[config.mk]
export PLATFORM = sky130hd
export DESIGN_NAME = cipu_feeder_flat
export DESIGN_NICKNAME = d
export VERILOG_FILES = /design/src/rtl/cipu_pkg.sv /design/src/rtl/cipu_feeder_if.sv /design/src/rtl/cipu_feed_buf.sv /design/src/rtl/cipu_feeder.sv /design/src/flat_wrapper.sv
export SDC_FILE = /design/constraint.sdc
export NUM_CORES = 1
export LEC_CHECK = 0
export BUFFER_PORTS_ARGS = -buffer_cell sky130_fd_sc_hd__buf_4
export CAP_MARGIN = 20
export CORE_MARGIN = 8
export CORE_UTILIZATION = 26
export DETAILED_ROUTE_END_ITERATION = 8
export PLACE_DENSITY_LB_ADDON = 0.05
export SYNTH_ARGS = -nofsm -noshare
export SYNTH_HDL_FRONTEND = slang
export SYNTH_SLANG_ARGS = --single-unit
[constraint.sdc]
create_clock -name clk_i -period 7.52 [get_ports clk_i]
set_input_delay 0.376 -clock clk_i [delete_from_list [all_inputs] [get_ports clk_i]]
set_output_delay 0.376 -clock clk_i [all_outputs]
set_load 0.02 [all_outputs]
[src/rtl/cipu_pkg.sv]
// Shared types and constants for the CIPU feeder: FSM states, stream
// delimiter bytes and preload select codes.
package cipu_pkg;

   typedef enum logic [2:0] {
      ST_IDLE,
      ST_FEED,
      ST_DRAIN,
      ST_DONE,
      ST_TMO
   } state_e;

   localparam logic [7:0] CH_END = 8'h24;   // '$' terminates a stream
   localparam logic [7:0] CH_SEP = 8'h3B;   // ';' closes a thing group

   localparam logic [1:0] SEL_PEOPLE = 2'd0;
   localparam logic [1:0] SEL_THING  = 2'd1;
   localparam logic [1:0] SEL_TABLE  = 2'd2;

endpackage

[src/rtl/cipu_feeder_if.sv]
// Byte-stream link between the feeder (master) and the CIPU (slave).
interface cipu_feeder_if;
   logic       ready_fifo;
   logic [7:0] people_thing_in;
   logic       ready_lifo;
   logic [7:0] thing_in;
   logic [3:0] thing_num;
   logic       valid_fifo;
   logic       valid_lifo;
   logic       valid_fifo2;
   logic [7:0] people_thing_out;
   logic [7:0] thing_out;
   logic       done_fifo;
   logic       done_lifo;
   logic       done_fifo2;
   logic       done_thing;

   modport master (
      output ready_fifo, people_thing_in, ready_lifo, thing_in, thing_num,
      input  valid_fifo, valid_lifo, valid_fifo2, people_thing_out, thing_out,
      input  done_fifo, done_lifo, done_fifo2, done_thing
   );

   modport slave (
      input  ready_fifo, people_thing_in, ready_lifo, thing_in, thing_num,
      output valid_fifo, valid_lifo, valid_fifo2, people_thing_out, thing_out,
      output done_fifo, done_lifo, done_fifo2, done_thing
   );
endinterface

[src/rtl/cipu_feed_buf.sv]
// DEPTH x 8 byte RAM, one write port and one registered read port.
// Contents are not reset.
module cipu_feed_buf #(
   parameter int DEPTH = 32
) (
   input  logic                     clk_i,
   input  logic                     we_i,
   input  logic [$clog2(DEPTH)-1:0] waddr_i,
   input  logic [7:0]               wdata_i,
   input  logic [$clog2(DEPTH)-1:0] raddr_i,
   output logic [7:0]               rdata_o
);

   logic [7:0] mem_q [DEPTH];

   // write port plus one-cycle-latency read
   always_ff @(posedge clk_i) begin
      if (we_i) mem_q[waddr_i] <= wdata_i;
      rdata_o <= mem_q[raddr_i];
   end

endmodule

[src/rtl/cipu_feeder.sv]
// CIPU feeder: preloaded people/thing byte streams are played into the CIPU,
// its output strobes are counted, and completion / timeout are reported.
// Optional feature macro: CIPU_FEED_CAPTURE_EN (capture CIPU output bytes).
module cipu_feeder
   import cipu_pkg::*;
#(
   parameter int DEPTH   = 32,
   parameter int GROUPS  = 8,
   parameter int TIMEOUT = 1023
) (
   input  logic                     clk_i,
   input  logic                     rst_ni,
   input  logic                     wr_en_i,
   input  logic [1:0]               wr_sel_i,
   input  logic [$clog2(DEPTH)-1:0] wr_addr_i,
   input  logic [7:0]               wr_data_i,
   input  logic                     start_i,
   cipu_feeder_if.master            cipu,
   output logic                     busy_o,
   output logic                     run_done_o,
   output logic                     timeout_o,
   output logic [5:0]               cnt_fifo_o,
   output logic [5:0]               cnt_lifo_o,
   output logic [5:0]               cnt_fifo2_o,
   input  logic [$clog2(DEPTH)-1:0] rd_addr_i,
   input  logic [1:0]               rd_sel_i,
   output logic [7:0]               rd_data_o
);

   localparam int AW = $clog2(DEPTH);
   localparam int GW = $clog2(GROUPS);
   localparam int TW = $clog2(TIMEOUT + 1);
   localparam logic [AW-1:0] LAST_A   = AW'(DEPTH - 1);
   localparam logic [AW-1:0] G_NUM    = AW'(GROUPS);
   localparam logic [GW-1:0] G_LAST   = GW'(GROUPS - 1);
   localparam logic [TW-1:0] TMO_LAST = TW'(TIMEOUT - 1);

   state_e state_q, state_d;
   logic   go, run, wr_ok, feed_fin, sep_sent;

   // side 0 = people, side 1 = thing
   logic [1:0]         act_q, act_d, fin_q, fin_d, last_s;
   logic [1:0][AW-1:0] addr_q, addr_d, raddr;
   logic [1:0][7:0]    rdata, byte_s;

   logic [GW-1:0]          g_q, g_d;
   logic [3:0]             tn_q, tn_d;
   logic [GROUPS-1:0][3:0] tbl_q;
   logic [2:0]             vld;
   logic [2:0][5:0]        cnt_q, cnt_d;
   logic [TW-1:0]          tmr_q, tmr_d;
   logic                   run_done_q, run_done_d, timeout_q, timeout_d;
   logic                   unused_ok;

   assign go    = start_i && (state_q == ST_IDLE || state_q == ST_DONE || state_q == ST_TMO);
   assign run   = (state_q == ST_FEED) || (state_q == ST_DRAIN);
   assign wr_ok = wr_en_i && (state_q == ST_IDLE || state_q == ST_DONE);
   assign vld   = {cipu.valid_fifo2, cipu.valid_lifo, cipu.valid_fifo};

   // stream buffers; read address runs one ahead so data lines up with ready
   for (genvar gi = 0; gi < 2; gi++) begin : g_src
      cipu_feed_buf #(.DEPTH(DEPTH)) u_buf (
         .clk_i   (clk_i),
         .we_i    (wr_ok && wr_sel_i == ((gi == 0) ? SEL_PEOPLE : SEL_THING)),
         .waddr_i (wr_addr_i),
         .wdata_i (wr_data_i),
         .raddr_i (raddr[gi]),
         .rdata_o (rdata[gi])
      );
   end

   // per-side sequencer: walk addresses until '$' (forced at the last slot)
   always_comb begin
      for (int i = 0; i < 2; i++) begin
         byte_s[i] = (addr_q[i] == LAST_A) ? CH_END : rdata[i];
         last_s[i] = act_q[i] && (byte_s[i] == CH_END);
         raddr[i]  = act_q[i] ? addr_q[i] + 1'b1 : '0;
         act_d[i]  = act_q[i];
         addr_d[i] = addr_q[i];
         fin_d[i]  = fin_q[i];
         if (go) begin
            act_d[i]  = 1'b1;
            addr_d[i] = '0;
            fin_d[i]  = 1'b0;
         end else if (act_q[i]) begin
            addr_d[i] = addr_q[i] + 1'b1;
            if (last_s[i]) begin
               act_d[i] = 1'b0;
               fin_d[i] = 1'b1;
            end
         end
      end
   end

   assign feed_fin = &(fin_q | last_s);
   assign sep_sent = act_q[1] && (byte_s[1] == CH_SEP);

   // group index and registered pop count; held outside FEED
   always_comb begin
      g_d  = g_q;
      tn_d = tn_q;
      if (go) begin
         g_d  = '0;
         tn_d = tbl_q[0];
      end else if (state_q == ST_FEED) begin
         if (sep_sent && g_q != G_LAST) g_d = g_q + 1'b1;
         tn_d = tbl_q[g_d];
      end
   end

   // pop-count table preload (no reset: survives a mid-run reset)
   always_ff @(posedge clk_i) begin
      if (wr_ok && wr_sel_i == SEL_TABLE && wr_addr_i < G_NUM)
         tbl_q[wr_addr_i[GW-1:0]] <= wr_data_i[3:0];
   end

   // saturating strobe counters, cleared at start
   always_comb begin
      for (int i = 0; i < 3; i++) begin
         cnt_d[i] = cnt_q[i];
         if (go) cnt_d[i] = '0;
         else if (run && vld[i] && cnt_q[i] != 6'd63) cnt_d[i] = cnt_q[i] + 1'b1;
      end
   end

   // FSM next state, drain timer and status flags
   always_comb begin
      state_d   = state_q;
      tmr_d     = (state_q == ST_DRAIN) ? tmr_q + 1'b1 : '0;
      timeout_d = timeout_q;
      case (state_q)
         ST_IDLE, ST_DONE, ST_TMO: if (start_i) state_d = ST_FEED;
         ST_FEED:                  if (feed_fin) state_d = ST_DRAIN;
         ST_DRAIN: begin
            if (cipu.done_fifo && cipu.done_fifo2) state_d = ST_DONE;
            else if (tmr_q == TMO_LAST)            state_d = ST_TMO;
         end
         default:                  state_d = ST_IDLE;
      endcase
      run_done_d = (state_d != state_q) && (state_d == ST_DONE || state_d == ST_TMO);
      if (go) timeout_d = 1'b0;
      else if (state_d == ST_TMO && state_q != ST_TMO) timeout_d = 1'b1;
   end

   // state registers
   always_ff @(posedge clk_i or negedge rst_ni) begin
      if (!rst_ni) begin
         state_q    <= ST_IDLE;
         act_q      <= '0;
         fin_q      <= '0;
         addr_q     <= '0;
         g_q        <= '0;
         tn_q       <= '0;
         cnt_q      <= '0;
         tmr_q      <= '0;
         run_done_q <= 1'b0;
         timeout_q  <= 1'b0;
      end else begin
         state_q    <= state_d;
         act_q      <= act_d;
         fin_q      <= fin_d;
         addr_q     <= addr_d;
         g_q        <= g_d;
         tn_q       <= tn_d;
         cnt_q      <= cnt_d;
         tmr_q      <= tmr_d;
         run_done_q <= run_done_d;
         timeout_q  <= timeout_d;
      end
   end

   assign cipu.ready_fifo      = act_q[0];
   assign cipu.people_thing_in = act_q[0] ? byte_s[0] : 8'h00;
   assign cipu.ready_lifo      = act_q[1];
   assign cipu.thing_in        = act_q[1] ? byte_s[1] : 8'h00;
   assign cipu.thing_num       = tn_q;
   assign busy_o      = run;
   assign run_done_o  = run_done_q;
   assign timeout_o   = timeout_q;
   assign cnt_fifo_o  = cnt_q[0];
   assign cnt_lifo_o  = cnt_q[1];
   assign cnt_fifo2_o = cnt_q[2];

`ifdef CIPU_FEED_CAPTURE_EN
   localparam logic [6:0] DEPTH_C = 7'(DEPTH);
   logic [2:0][7:0] cap_rd;
   logic [1:0]      rd_sel_q;

   // capture each valid byte at its pre-increment count while room remains
   for (genvar gi = 0; gi < 3; gi++) begin : g_cap
      cipu_feed_buf #(.DEPTH(DEPTH)) u_cap (
         .clk_i   (clk_i),
         .we_i    (run && vld[gi] && ({1'b0, cnt_q[gi]} < DEPTH_C)),
         .waddr_i (cnt_q[gi][AW-1:0]),
         .wdata_i ((gi == 1) ? cipu.thing_out : cipu.people_thing_out),
         .raddr_i (rd_addr_i),
         .rdata_o (cap_rd[gi])
      );
   end

   // select is delayed to line up with the RAM read latency
   always_ff @(posedge clk_i or negedge rst_ni) begin
      if (!rst_ni) rd_sel_q <= '0;
      else         rd_sel_q <= rd_sel_i;
   end

   // capture read mux
   always_comb begin
      rd_data_o = 8'h00;
      case (rd_sel_q)
         2'd0:    rd_data_o = cap_rd[0];
         2'd1:    rd_data_o = cap_rd[1];
         2'd2:    rd_data_o = cap_rd[2];
         default: rd_data_o = 8'h00;
      endcase
   end

   assign unused_ok = ^{cipu.done_lifo, cipu.done_thing};
`else
   assign rd_data_o = 8'h00;
   assign unused_ok = ^{cipu.done_lifo, cipu.done_thing, rd_addr_i, rd_sel_i,
                        cipu.people_thing_out, cipu.thing_out};
`endif

endmodule

[src/flat_wrapper.sv]
// flat-port wrapper written by rule: the top's interface ports become plain ports
module cipu_feeder_flat import cipu_pkg::*;
#(
   parameter int DEPTH   = 32,
   parameter int GROUPS  = 8,
   parameter int TIMEOUT = 1023
)
  (clk_i, rst_ni, wr_en_i, wr_sel_i, wr_addr_i, wr_data_i, start_i, busy_o, run_done_o, timeout_o, cnt_fifo_o, cnt_lifo_o, cnt_fifo2_o, rd_addr_i, rd_sel_i, rd_data_o, cipu_ready_fifo, cipu_people_thing_in, cipu_ready_lifo, cipu_thing_in, cipu_thing_num, cipu_valid_fifo, cipu_valid_lifo, cipu_valid_fifo2, cipu_people_thing_out, cipu_thing_out, cipu_done_fifo, cipu_done_lifo, cipu_done_fifo2, cipu_done_thing);
  cipu_feeder_if cipu_i ();
  input  logic clk_i;
  input  logic rst_ni;
  input  logic wr_en_i;
  input  logic [1:0] wr_sel_i;
  input  logic [$clog2(DEPTH)-1:0] wr_addr_i;
  input  logic [7:0] wr_data_i;
  input  logic start_i;
  output logic busy_o;
  output logic run_done_o;
  output logic timeout_o;
  output logic [5:0] cnt_fifo_o;
  output logic [5:0] cnt_lifo_o;
  output logic [5:0] cnt_fifo2_o;
  input  logic [$clog2(DEPTH)-1:0] rd_addr_i;
  input  logic [1:0] rd_sel_i;
  output logic [7:0] rd_data_o;
  output wire logic [$bits(cipu_i.ready_fifo)-1:0] cipu_ready_fifo;
  output wire logic [$bits(cipu_i.people_thing_in)-1:0] cipu_people_thing_in;
  output wire logic [$bits(cipu_i.ready_lifo)-1:0] cipu_ready_lifo;
  output wire logic [$bits(cipu_i.thing_in)-1:0] cipu_thing_in;
  output wire logic [$bits(cipu_i.thing_num)-1:0] cipu_thing_num;
  input wire logic [$bits(cipu_i.valid_fifo)-1:0] cipu_valid_fifo;
  input wire logic [$bits(cipu_i.valid_lifo)-1:0] cipu_valid_lifo;
  input wire logic [$bits(cipu_i.valid_fifo2)-1:0] cipu_valid_fifo2;
  input wire logic [$bits(cipu_i.people_thing_out)-1:0] cipu_people_thing_out;
  input wire logic [$bits(cipu_i.thing_out)-1:0] cipu_thing_out;
  input wire logic [$bits(cipu_i.done_fifo)-1:0] cipu_done_fifo;
  input wire logic [$bits(cipu_i.done_lifo)-1:0] cipu_done_lifo;
  input wire logic [$bits(cipu_i.done_fifo2)-1:0] cipu_done_fifo2;
  input wire logic [$bits(cipu_i.done_thing)-1:0] cipu_done_thing;
  assign cipu_ready_fifo = cipu_i.ready_fifo;
  assign cipu_people_thing_in = cipu_i.people_thing_in;
  assign cipu_ready_lifo = cipu_i.ready_lifo;
  assign cipu_thing_in = cipu_i.thing_in;
  assign cipu_thing_num = cipu_i.thing_num;
  assign cipu_i.valid_fifo = cipu_valid_fifo;
  assign cipu_i.valid_lifo = cipu_valid_lifo;
  assign cipu_i.valid_fifo2 = cipu_valid_fifo2;
  assign cipu_i.people_thing_out = cipu_people_thing_out;
  assign cipu_i.thing_out = cipu_thing_out;
  assign cipu_i.done_fifo = cipu_done_fifo;
  assign cipu_i.done_lifo = cipu_done_lifo;
  assign cipu_i.done_fifo2 = cipu_done_fifo2;
  assign cipu_i.done_thing = cipu_done_thing;
  cipu_feeder #(.DEPTH(DEPTH), .GROUPS(GROUPS), .TIMEOUT(TIMEOUT)) u_core (.clk_i(clk_i), .rst_ni(rst_ni), .wr_en_i(wr_en_i), .wr_sel_i(wr_sel_i), .wr_addr_i(wr_addr_i), .wr_data_i(wr_data_i), .start_i(start_i), .cipu(cipu_i), .busy_o(busy_o), .run_done_o(run_done_o), .timeout_o(timeout_o), .cnt_fifo_o(cnt_fifo_o), .cnt_lifo_o(cnt_lifo_o), .cnt_fifo2_o(cnt_fifo2_o), .rd_addr_i(rd_addr_i), .rd_sel_i(rd_sel_i), .rd_data_o(rd_data_o));
endmodule
==> qor.yml <==
pwr:
  netSwitchingPower_mw: 4.47
  p_clk_share_pct: 28.1
  power.density_mw_per_mm2: 406
  p_int_mw: 7.38
  vdd_drop_max_uv: 209
  sw_frac_of_total_pct: 37.7
  seqPwrFrac_pct: 34.7
  leakage_nw: 9.54
  combPwrFrac_pct: 37.2
job:
  cap_violations: 0
cells_and_area:
  final_core_util_pct: 30.3
  n_antenna_cell: 0
  fill_cells: 9597
  syn_to_final_growth_pct: 16.1
  drive_gt1_share_pct: 15.8
  finish.net_count: 1749
  seq_area_mm2: 0.0180
  final_area_mm2: 0.0292
  multi_input_area_mm2: 0.00673
sta:
  finalSetupViolCount: 0
  whs_ns: 0.0621
  fmax_mhz: 254
  final_hold_viol_count: 0
  drv_slew: 0
  fin_setup_tns_ns: 0
  slew_headroom_pct: 28.1
  fin_worst_skew_ns: 0.0199
  fin_crit_sh_pct: 52.5
  period_minus_slack_ns: 3.94
  rsz0062_at_grt: "false"
  tightest_slew_ns: 1.08
yosys:
  synth_area_mm2: 0.0252
  synth_edf_count: 544
  ys.flop_type: "edfxtp_1"
  synthArstFlopShare_pct: 8.79
  synth_area_leaders: "edfxtp_1 65%, mux4_2 6.0%, dfrtp_1 5.4%"
  synth.most_common_cell: "edfxtp_1"
  ys_top_cells_by_count: "544 x edfxtp_1, 147 x nand2_1, 129 x nor2_1, 67 x mux4_2, 57 x clkbuf_1"
  synth-warning-count: 0
  syn_inst: 1622
  synth.top_cell.area_share_pct: 64.9
  seq_area_frac_synth_pct: 71.6
  synth-seq-cells: 614
  yosysTopAreaCell: "edfxtp_1"
  synth_cell_types: 67
  post_synth.cell_area_avg_um2: 15.5
placed_design:
  hpwl_um: 46400
  io_buffers: 66
  place_area_mm2: 0.0270
  gp_congestion: 0.760
floorplan:
  die_w_um: 327
  pin_count: 100
  rows: 114
  start_util_pct: 26.1
  die_h_um: 327
  coreArea_mm2: 0.0963
  die_area_mm2: 0.107
drt:
  drc: 0
  vias_per_cell: 4.75
  wl_per_cell_um: 25.2
  drt_iter0_markers: 1100
  vias: 14300
  firstDrtPassIters: 7
  ant_nets: 0
  wl_um: 76000
critical_path:
  crit_arrival_ns: 4.45
  r2r_cells: 8
  worst_setup_path_end_kind: "flip-flop"
  crit_type: "reg -> reg"
  cpPeakStageDelay_ns: 0.95
  crit_buf_inv: 1
  crit_cells: 8
  endpoint: "u_core.g_src[0].u_buf.rdata_o[4]"
  crit_fanout: 30
  r2r_setup_slack_ns: 3.58
  cp_slowest_cell: "dfrtp_2"
  r2r_start: "u_core.addr_q[0]"
  cpLargestDelayFamily: "flip-flops"
  crit_chain: "ha_1 -> xor2_4 -> and2_1 -> buf_4 -> mux4_2 -> o21ai_0 -> a311oi_1 -> and3_1"
  critPathLaunch: "u_core.addr_q[0]"
  r2r-end: "u_core.g_src[0].u_buf.rdata_o[4]"
  setup.worst_path.start_class: "flip-flop"
  worstPathRequired_ns: 8.02
clock_tree:
  h-tree-depth: 3
  cts_resized: 0
  cts_tree: "yes"
  clk_path_buf_depth: 3
  clk_pin_slew_ns: 0.06
  cts-root-buf: "clkbuf_16"
  cts_buffers: 74
  cts_setup_buffers: 0
  cts.sinks: 614
  clock_latency_ns: 0.62
  hold_buffers: 1
global_route:
  grt_pass1_wl_um: 110000
  antenna_found_initial: 2
  gr-usage-all-layers_pct: 14.0
  first_global_vias: 14700
  grt_max_degree: 73
  grt_overflow: 0
run_status:
  status: "completed"
hold_path:
  worst_hold_path_type: "in -> reg"
metal layers:
layer / wire [um] / global-route usage [%] / up-vias
li1: - / - / 6461
met1: 37500 / 20.9 / 7469
met2: 33700 / 21.0 / 319
met3: 3770 / 2.50 / 79
met4: 1130 / 3.02 / 2
met5: 13 / 0 / -
registers in the layout (all words and copies together) (netlist names), 6 cells and up:
| name | count |
|---|---|
| u_core.g_src.u_buf.rdata_o | 16 |
| u_core.tbl_q | 32 |
| u_core.cnt_fifo_o | 6 |
| u_core.g_src.u_buf.mem_q | 512 |
| u_core.tmr_q | 10 |
| u_core.cnt_fifo2_o | 6 |
| u_core.addr_q | 10 |
| u_core.cnt_lifo_o | 6 |
stage by stage:
| step | setup slack (ns) | total power [mW] | cells |
|---|---|---|---|
| after CTS | 3.44 | 12.1 | 3019 |
| after floorplan | 5.05 | 6.89 | 1629 |
| after global placement | 3.47 | 8.70 | 2887 |
| final | 3.58 | 11.9 | 3020 |
| after global routing | 3.25 | 12.5 | 3020 |
| after detailed placement | 3.46 | 8.69 | 2887 |
layout by cell type (no fill, tap or decap), types with 9 or more instances in the layout:
| cell | count |
|---|---|
| a211oi_1 | 47 |
| a21oi_1 | 39 |
| a311oi_1 | 19 |
| a31oi_1 | 13 |
| and2_1 | 17 |
| and3_1 | 45 |
| buf_4 | 84 |
| clkbuf_1 | 20 |
| clkbuf_16 | 77 |
| clkinv_1 | 20 |
| clkinv_2 | 9 |
| dfrtp_1 | 52 |
| dfxtp_1 | 16 |
| edfxtp_1 | 544 |
| ha_1 | 11 |
| mux2_2 | 17 |
| mux2i_1 | 28 |
| mux4_2 | 67 |
| nand2_1 | 147 |
| nand2b_1 | 24 |
| nand3_1 | 41 |
| nor2_1 | 129 |
| nor2b_1 | 16 |
| nor3_1 | 17 |
| o21ai_0 | 55 |
| o221ai_1 | 21 |
| o22ai_1 | 20 |
| xor2_1 | 21 |
worst min path at each step:
stage | from | endpoint | slack, ns | depth (start not counted)
2_1_floorplan | rst_ni | u_core.act_q[0] | 0.08 | 0
3_3_place_gp | u_core.timeout_o | u_core.timeout_o | 0.50 | 2
3_5_place_dp | rst_ni | u_core.cipu.thing_num[3] | 0.52 | 1
4_1_cts | start_i | u_core.state_q[0] | 0.02 | 3
5_1_grt | start_i | u_core.state_q[0] | 0.06 | 3
6_report | start_i | u_core.state_q[0] | 0.06 | 3
layout make-up:
cell class / instances / share of cell area [%]
clock buffer: 97 / 6.85
clock inverter: 34 / 0.702
inverter: 9 / 0.116
multi-input combinational: 905 / 23.0
sequential: 614 / 61.6
tap: 1276 / 5.46
timing repair buffer: 85 / 2.19
power by group through the flow:
| stage | Sequential [mW] | Clock [mW] | Combinational [mW] |
|---|---|---|---|
| 2_1_floorplan | 4.10 | 0 | 2.79 |
| 3_3_place_gp | 4.18 | 0 | 4.52 |
| 3_5_place_dp | 4.18 | 0 | 4.51 |
| 4_1_cts | 4.11 | 3.45 | 4.53 |
| 5_1_grt | 4.14 | 3.57 | 4.81 |
| 6_report | 4.11 | 3.33 | 4.41 |
cells by family (layout without fill, tap and decap cells):
logic type	count (synthesis)	after routing	synth area share, %
AND/OR/NAND/NOR	482	482	9.15
AO/OA/AOI/OAI	252	252	6.83
XOR/XNOR	32	32	1.20
buffers and inverters	110	225	1.97
multiplexers	120	120	8.71
flip-flops	614	614	71.6
other	1	8	0.0149
adder cells (fa/ha/maj)	11	11	0.547
worst min-delay path, cell delays in order:
cell,delay (ns)
buf_4,0.12
nand2_1,0.05
o221ai_1,0.06
Power figures use the tool's default switching activity.
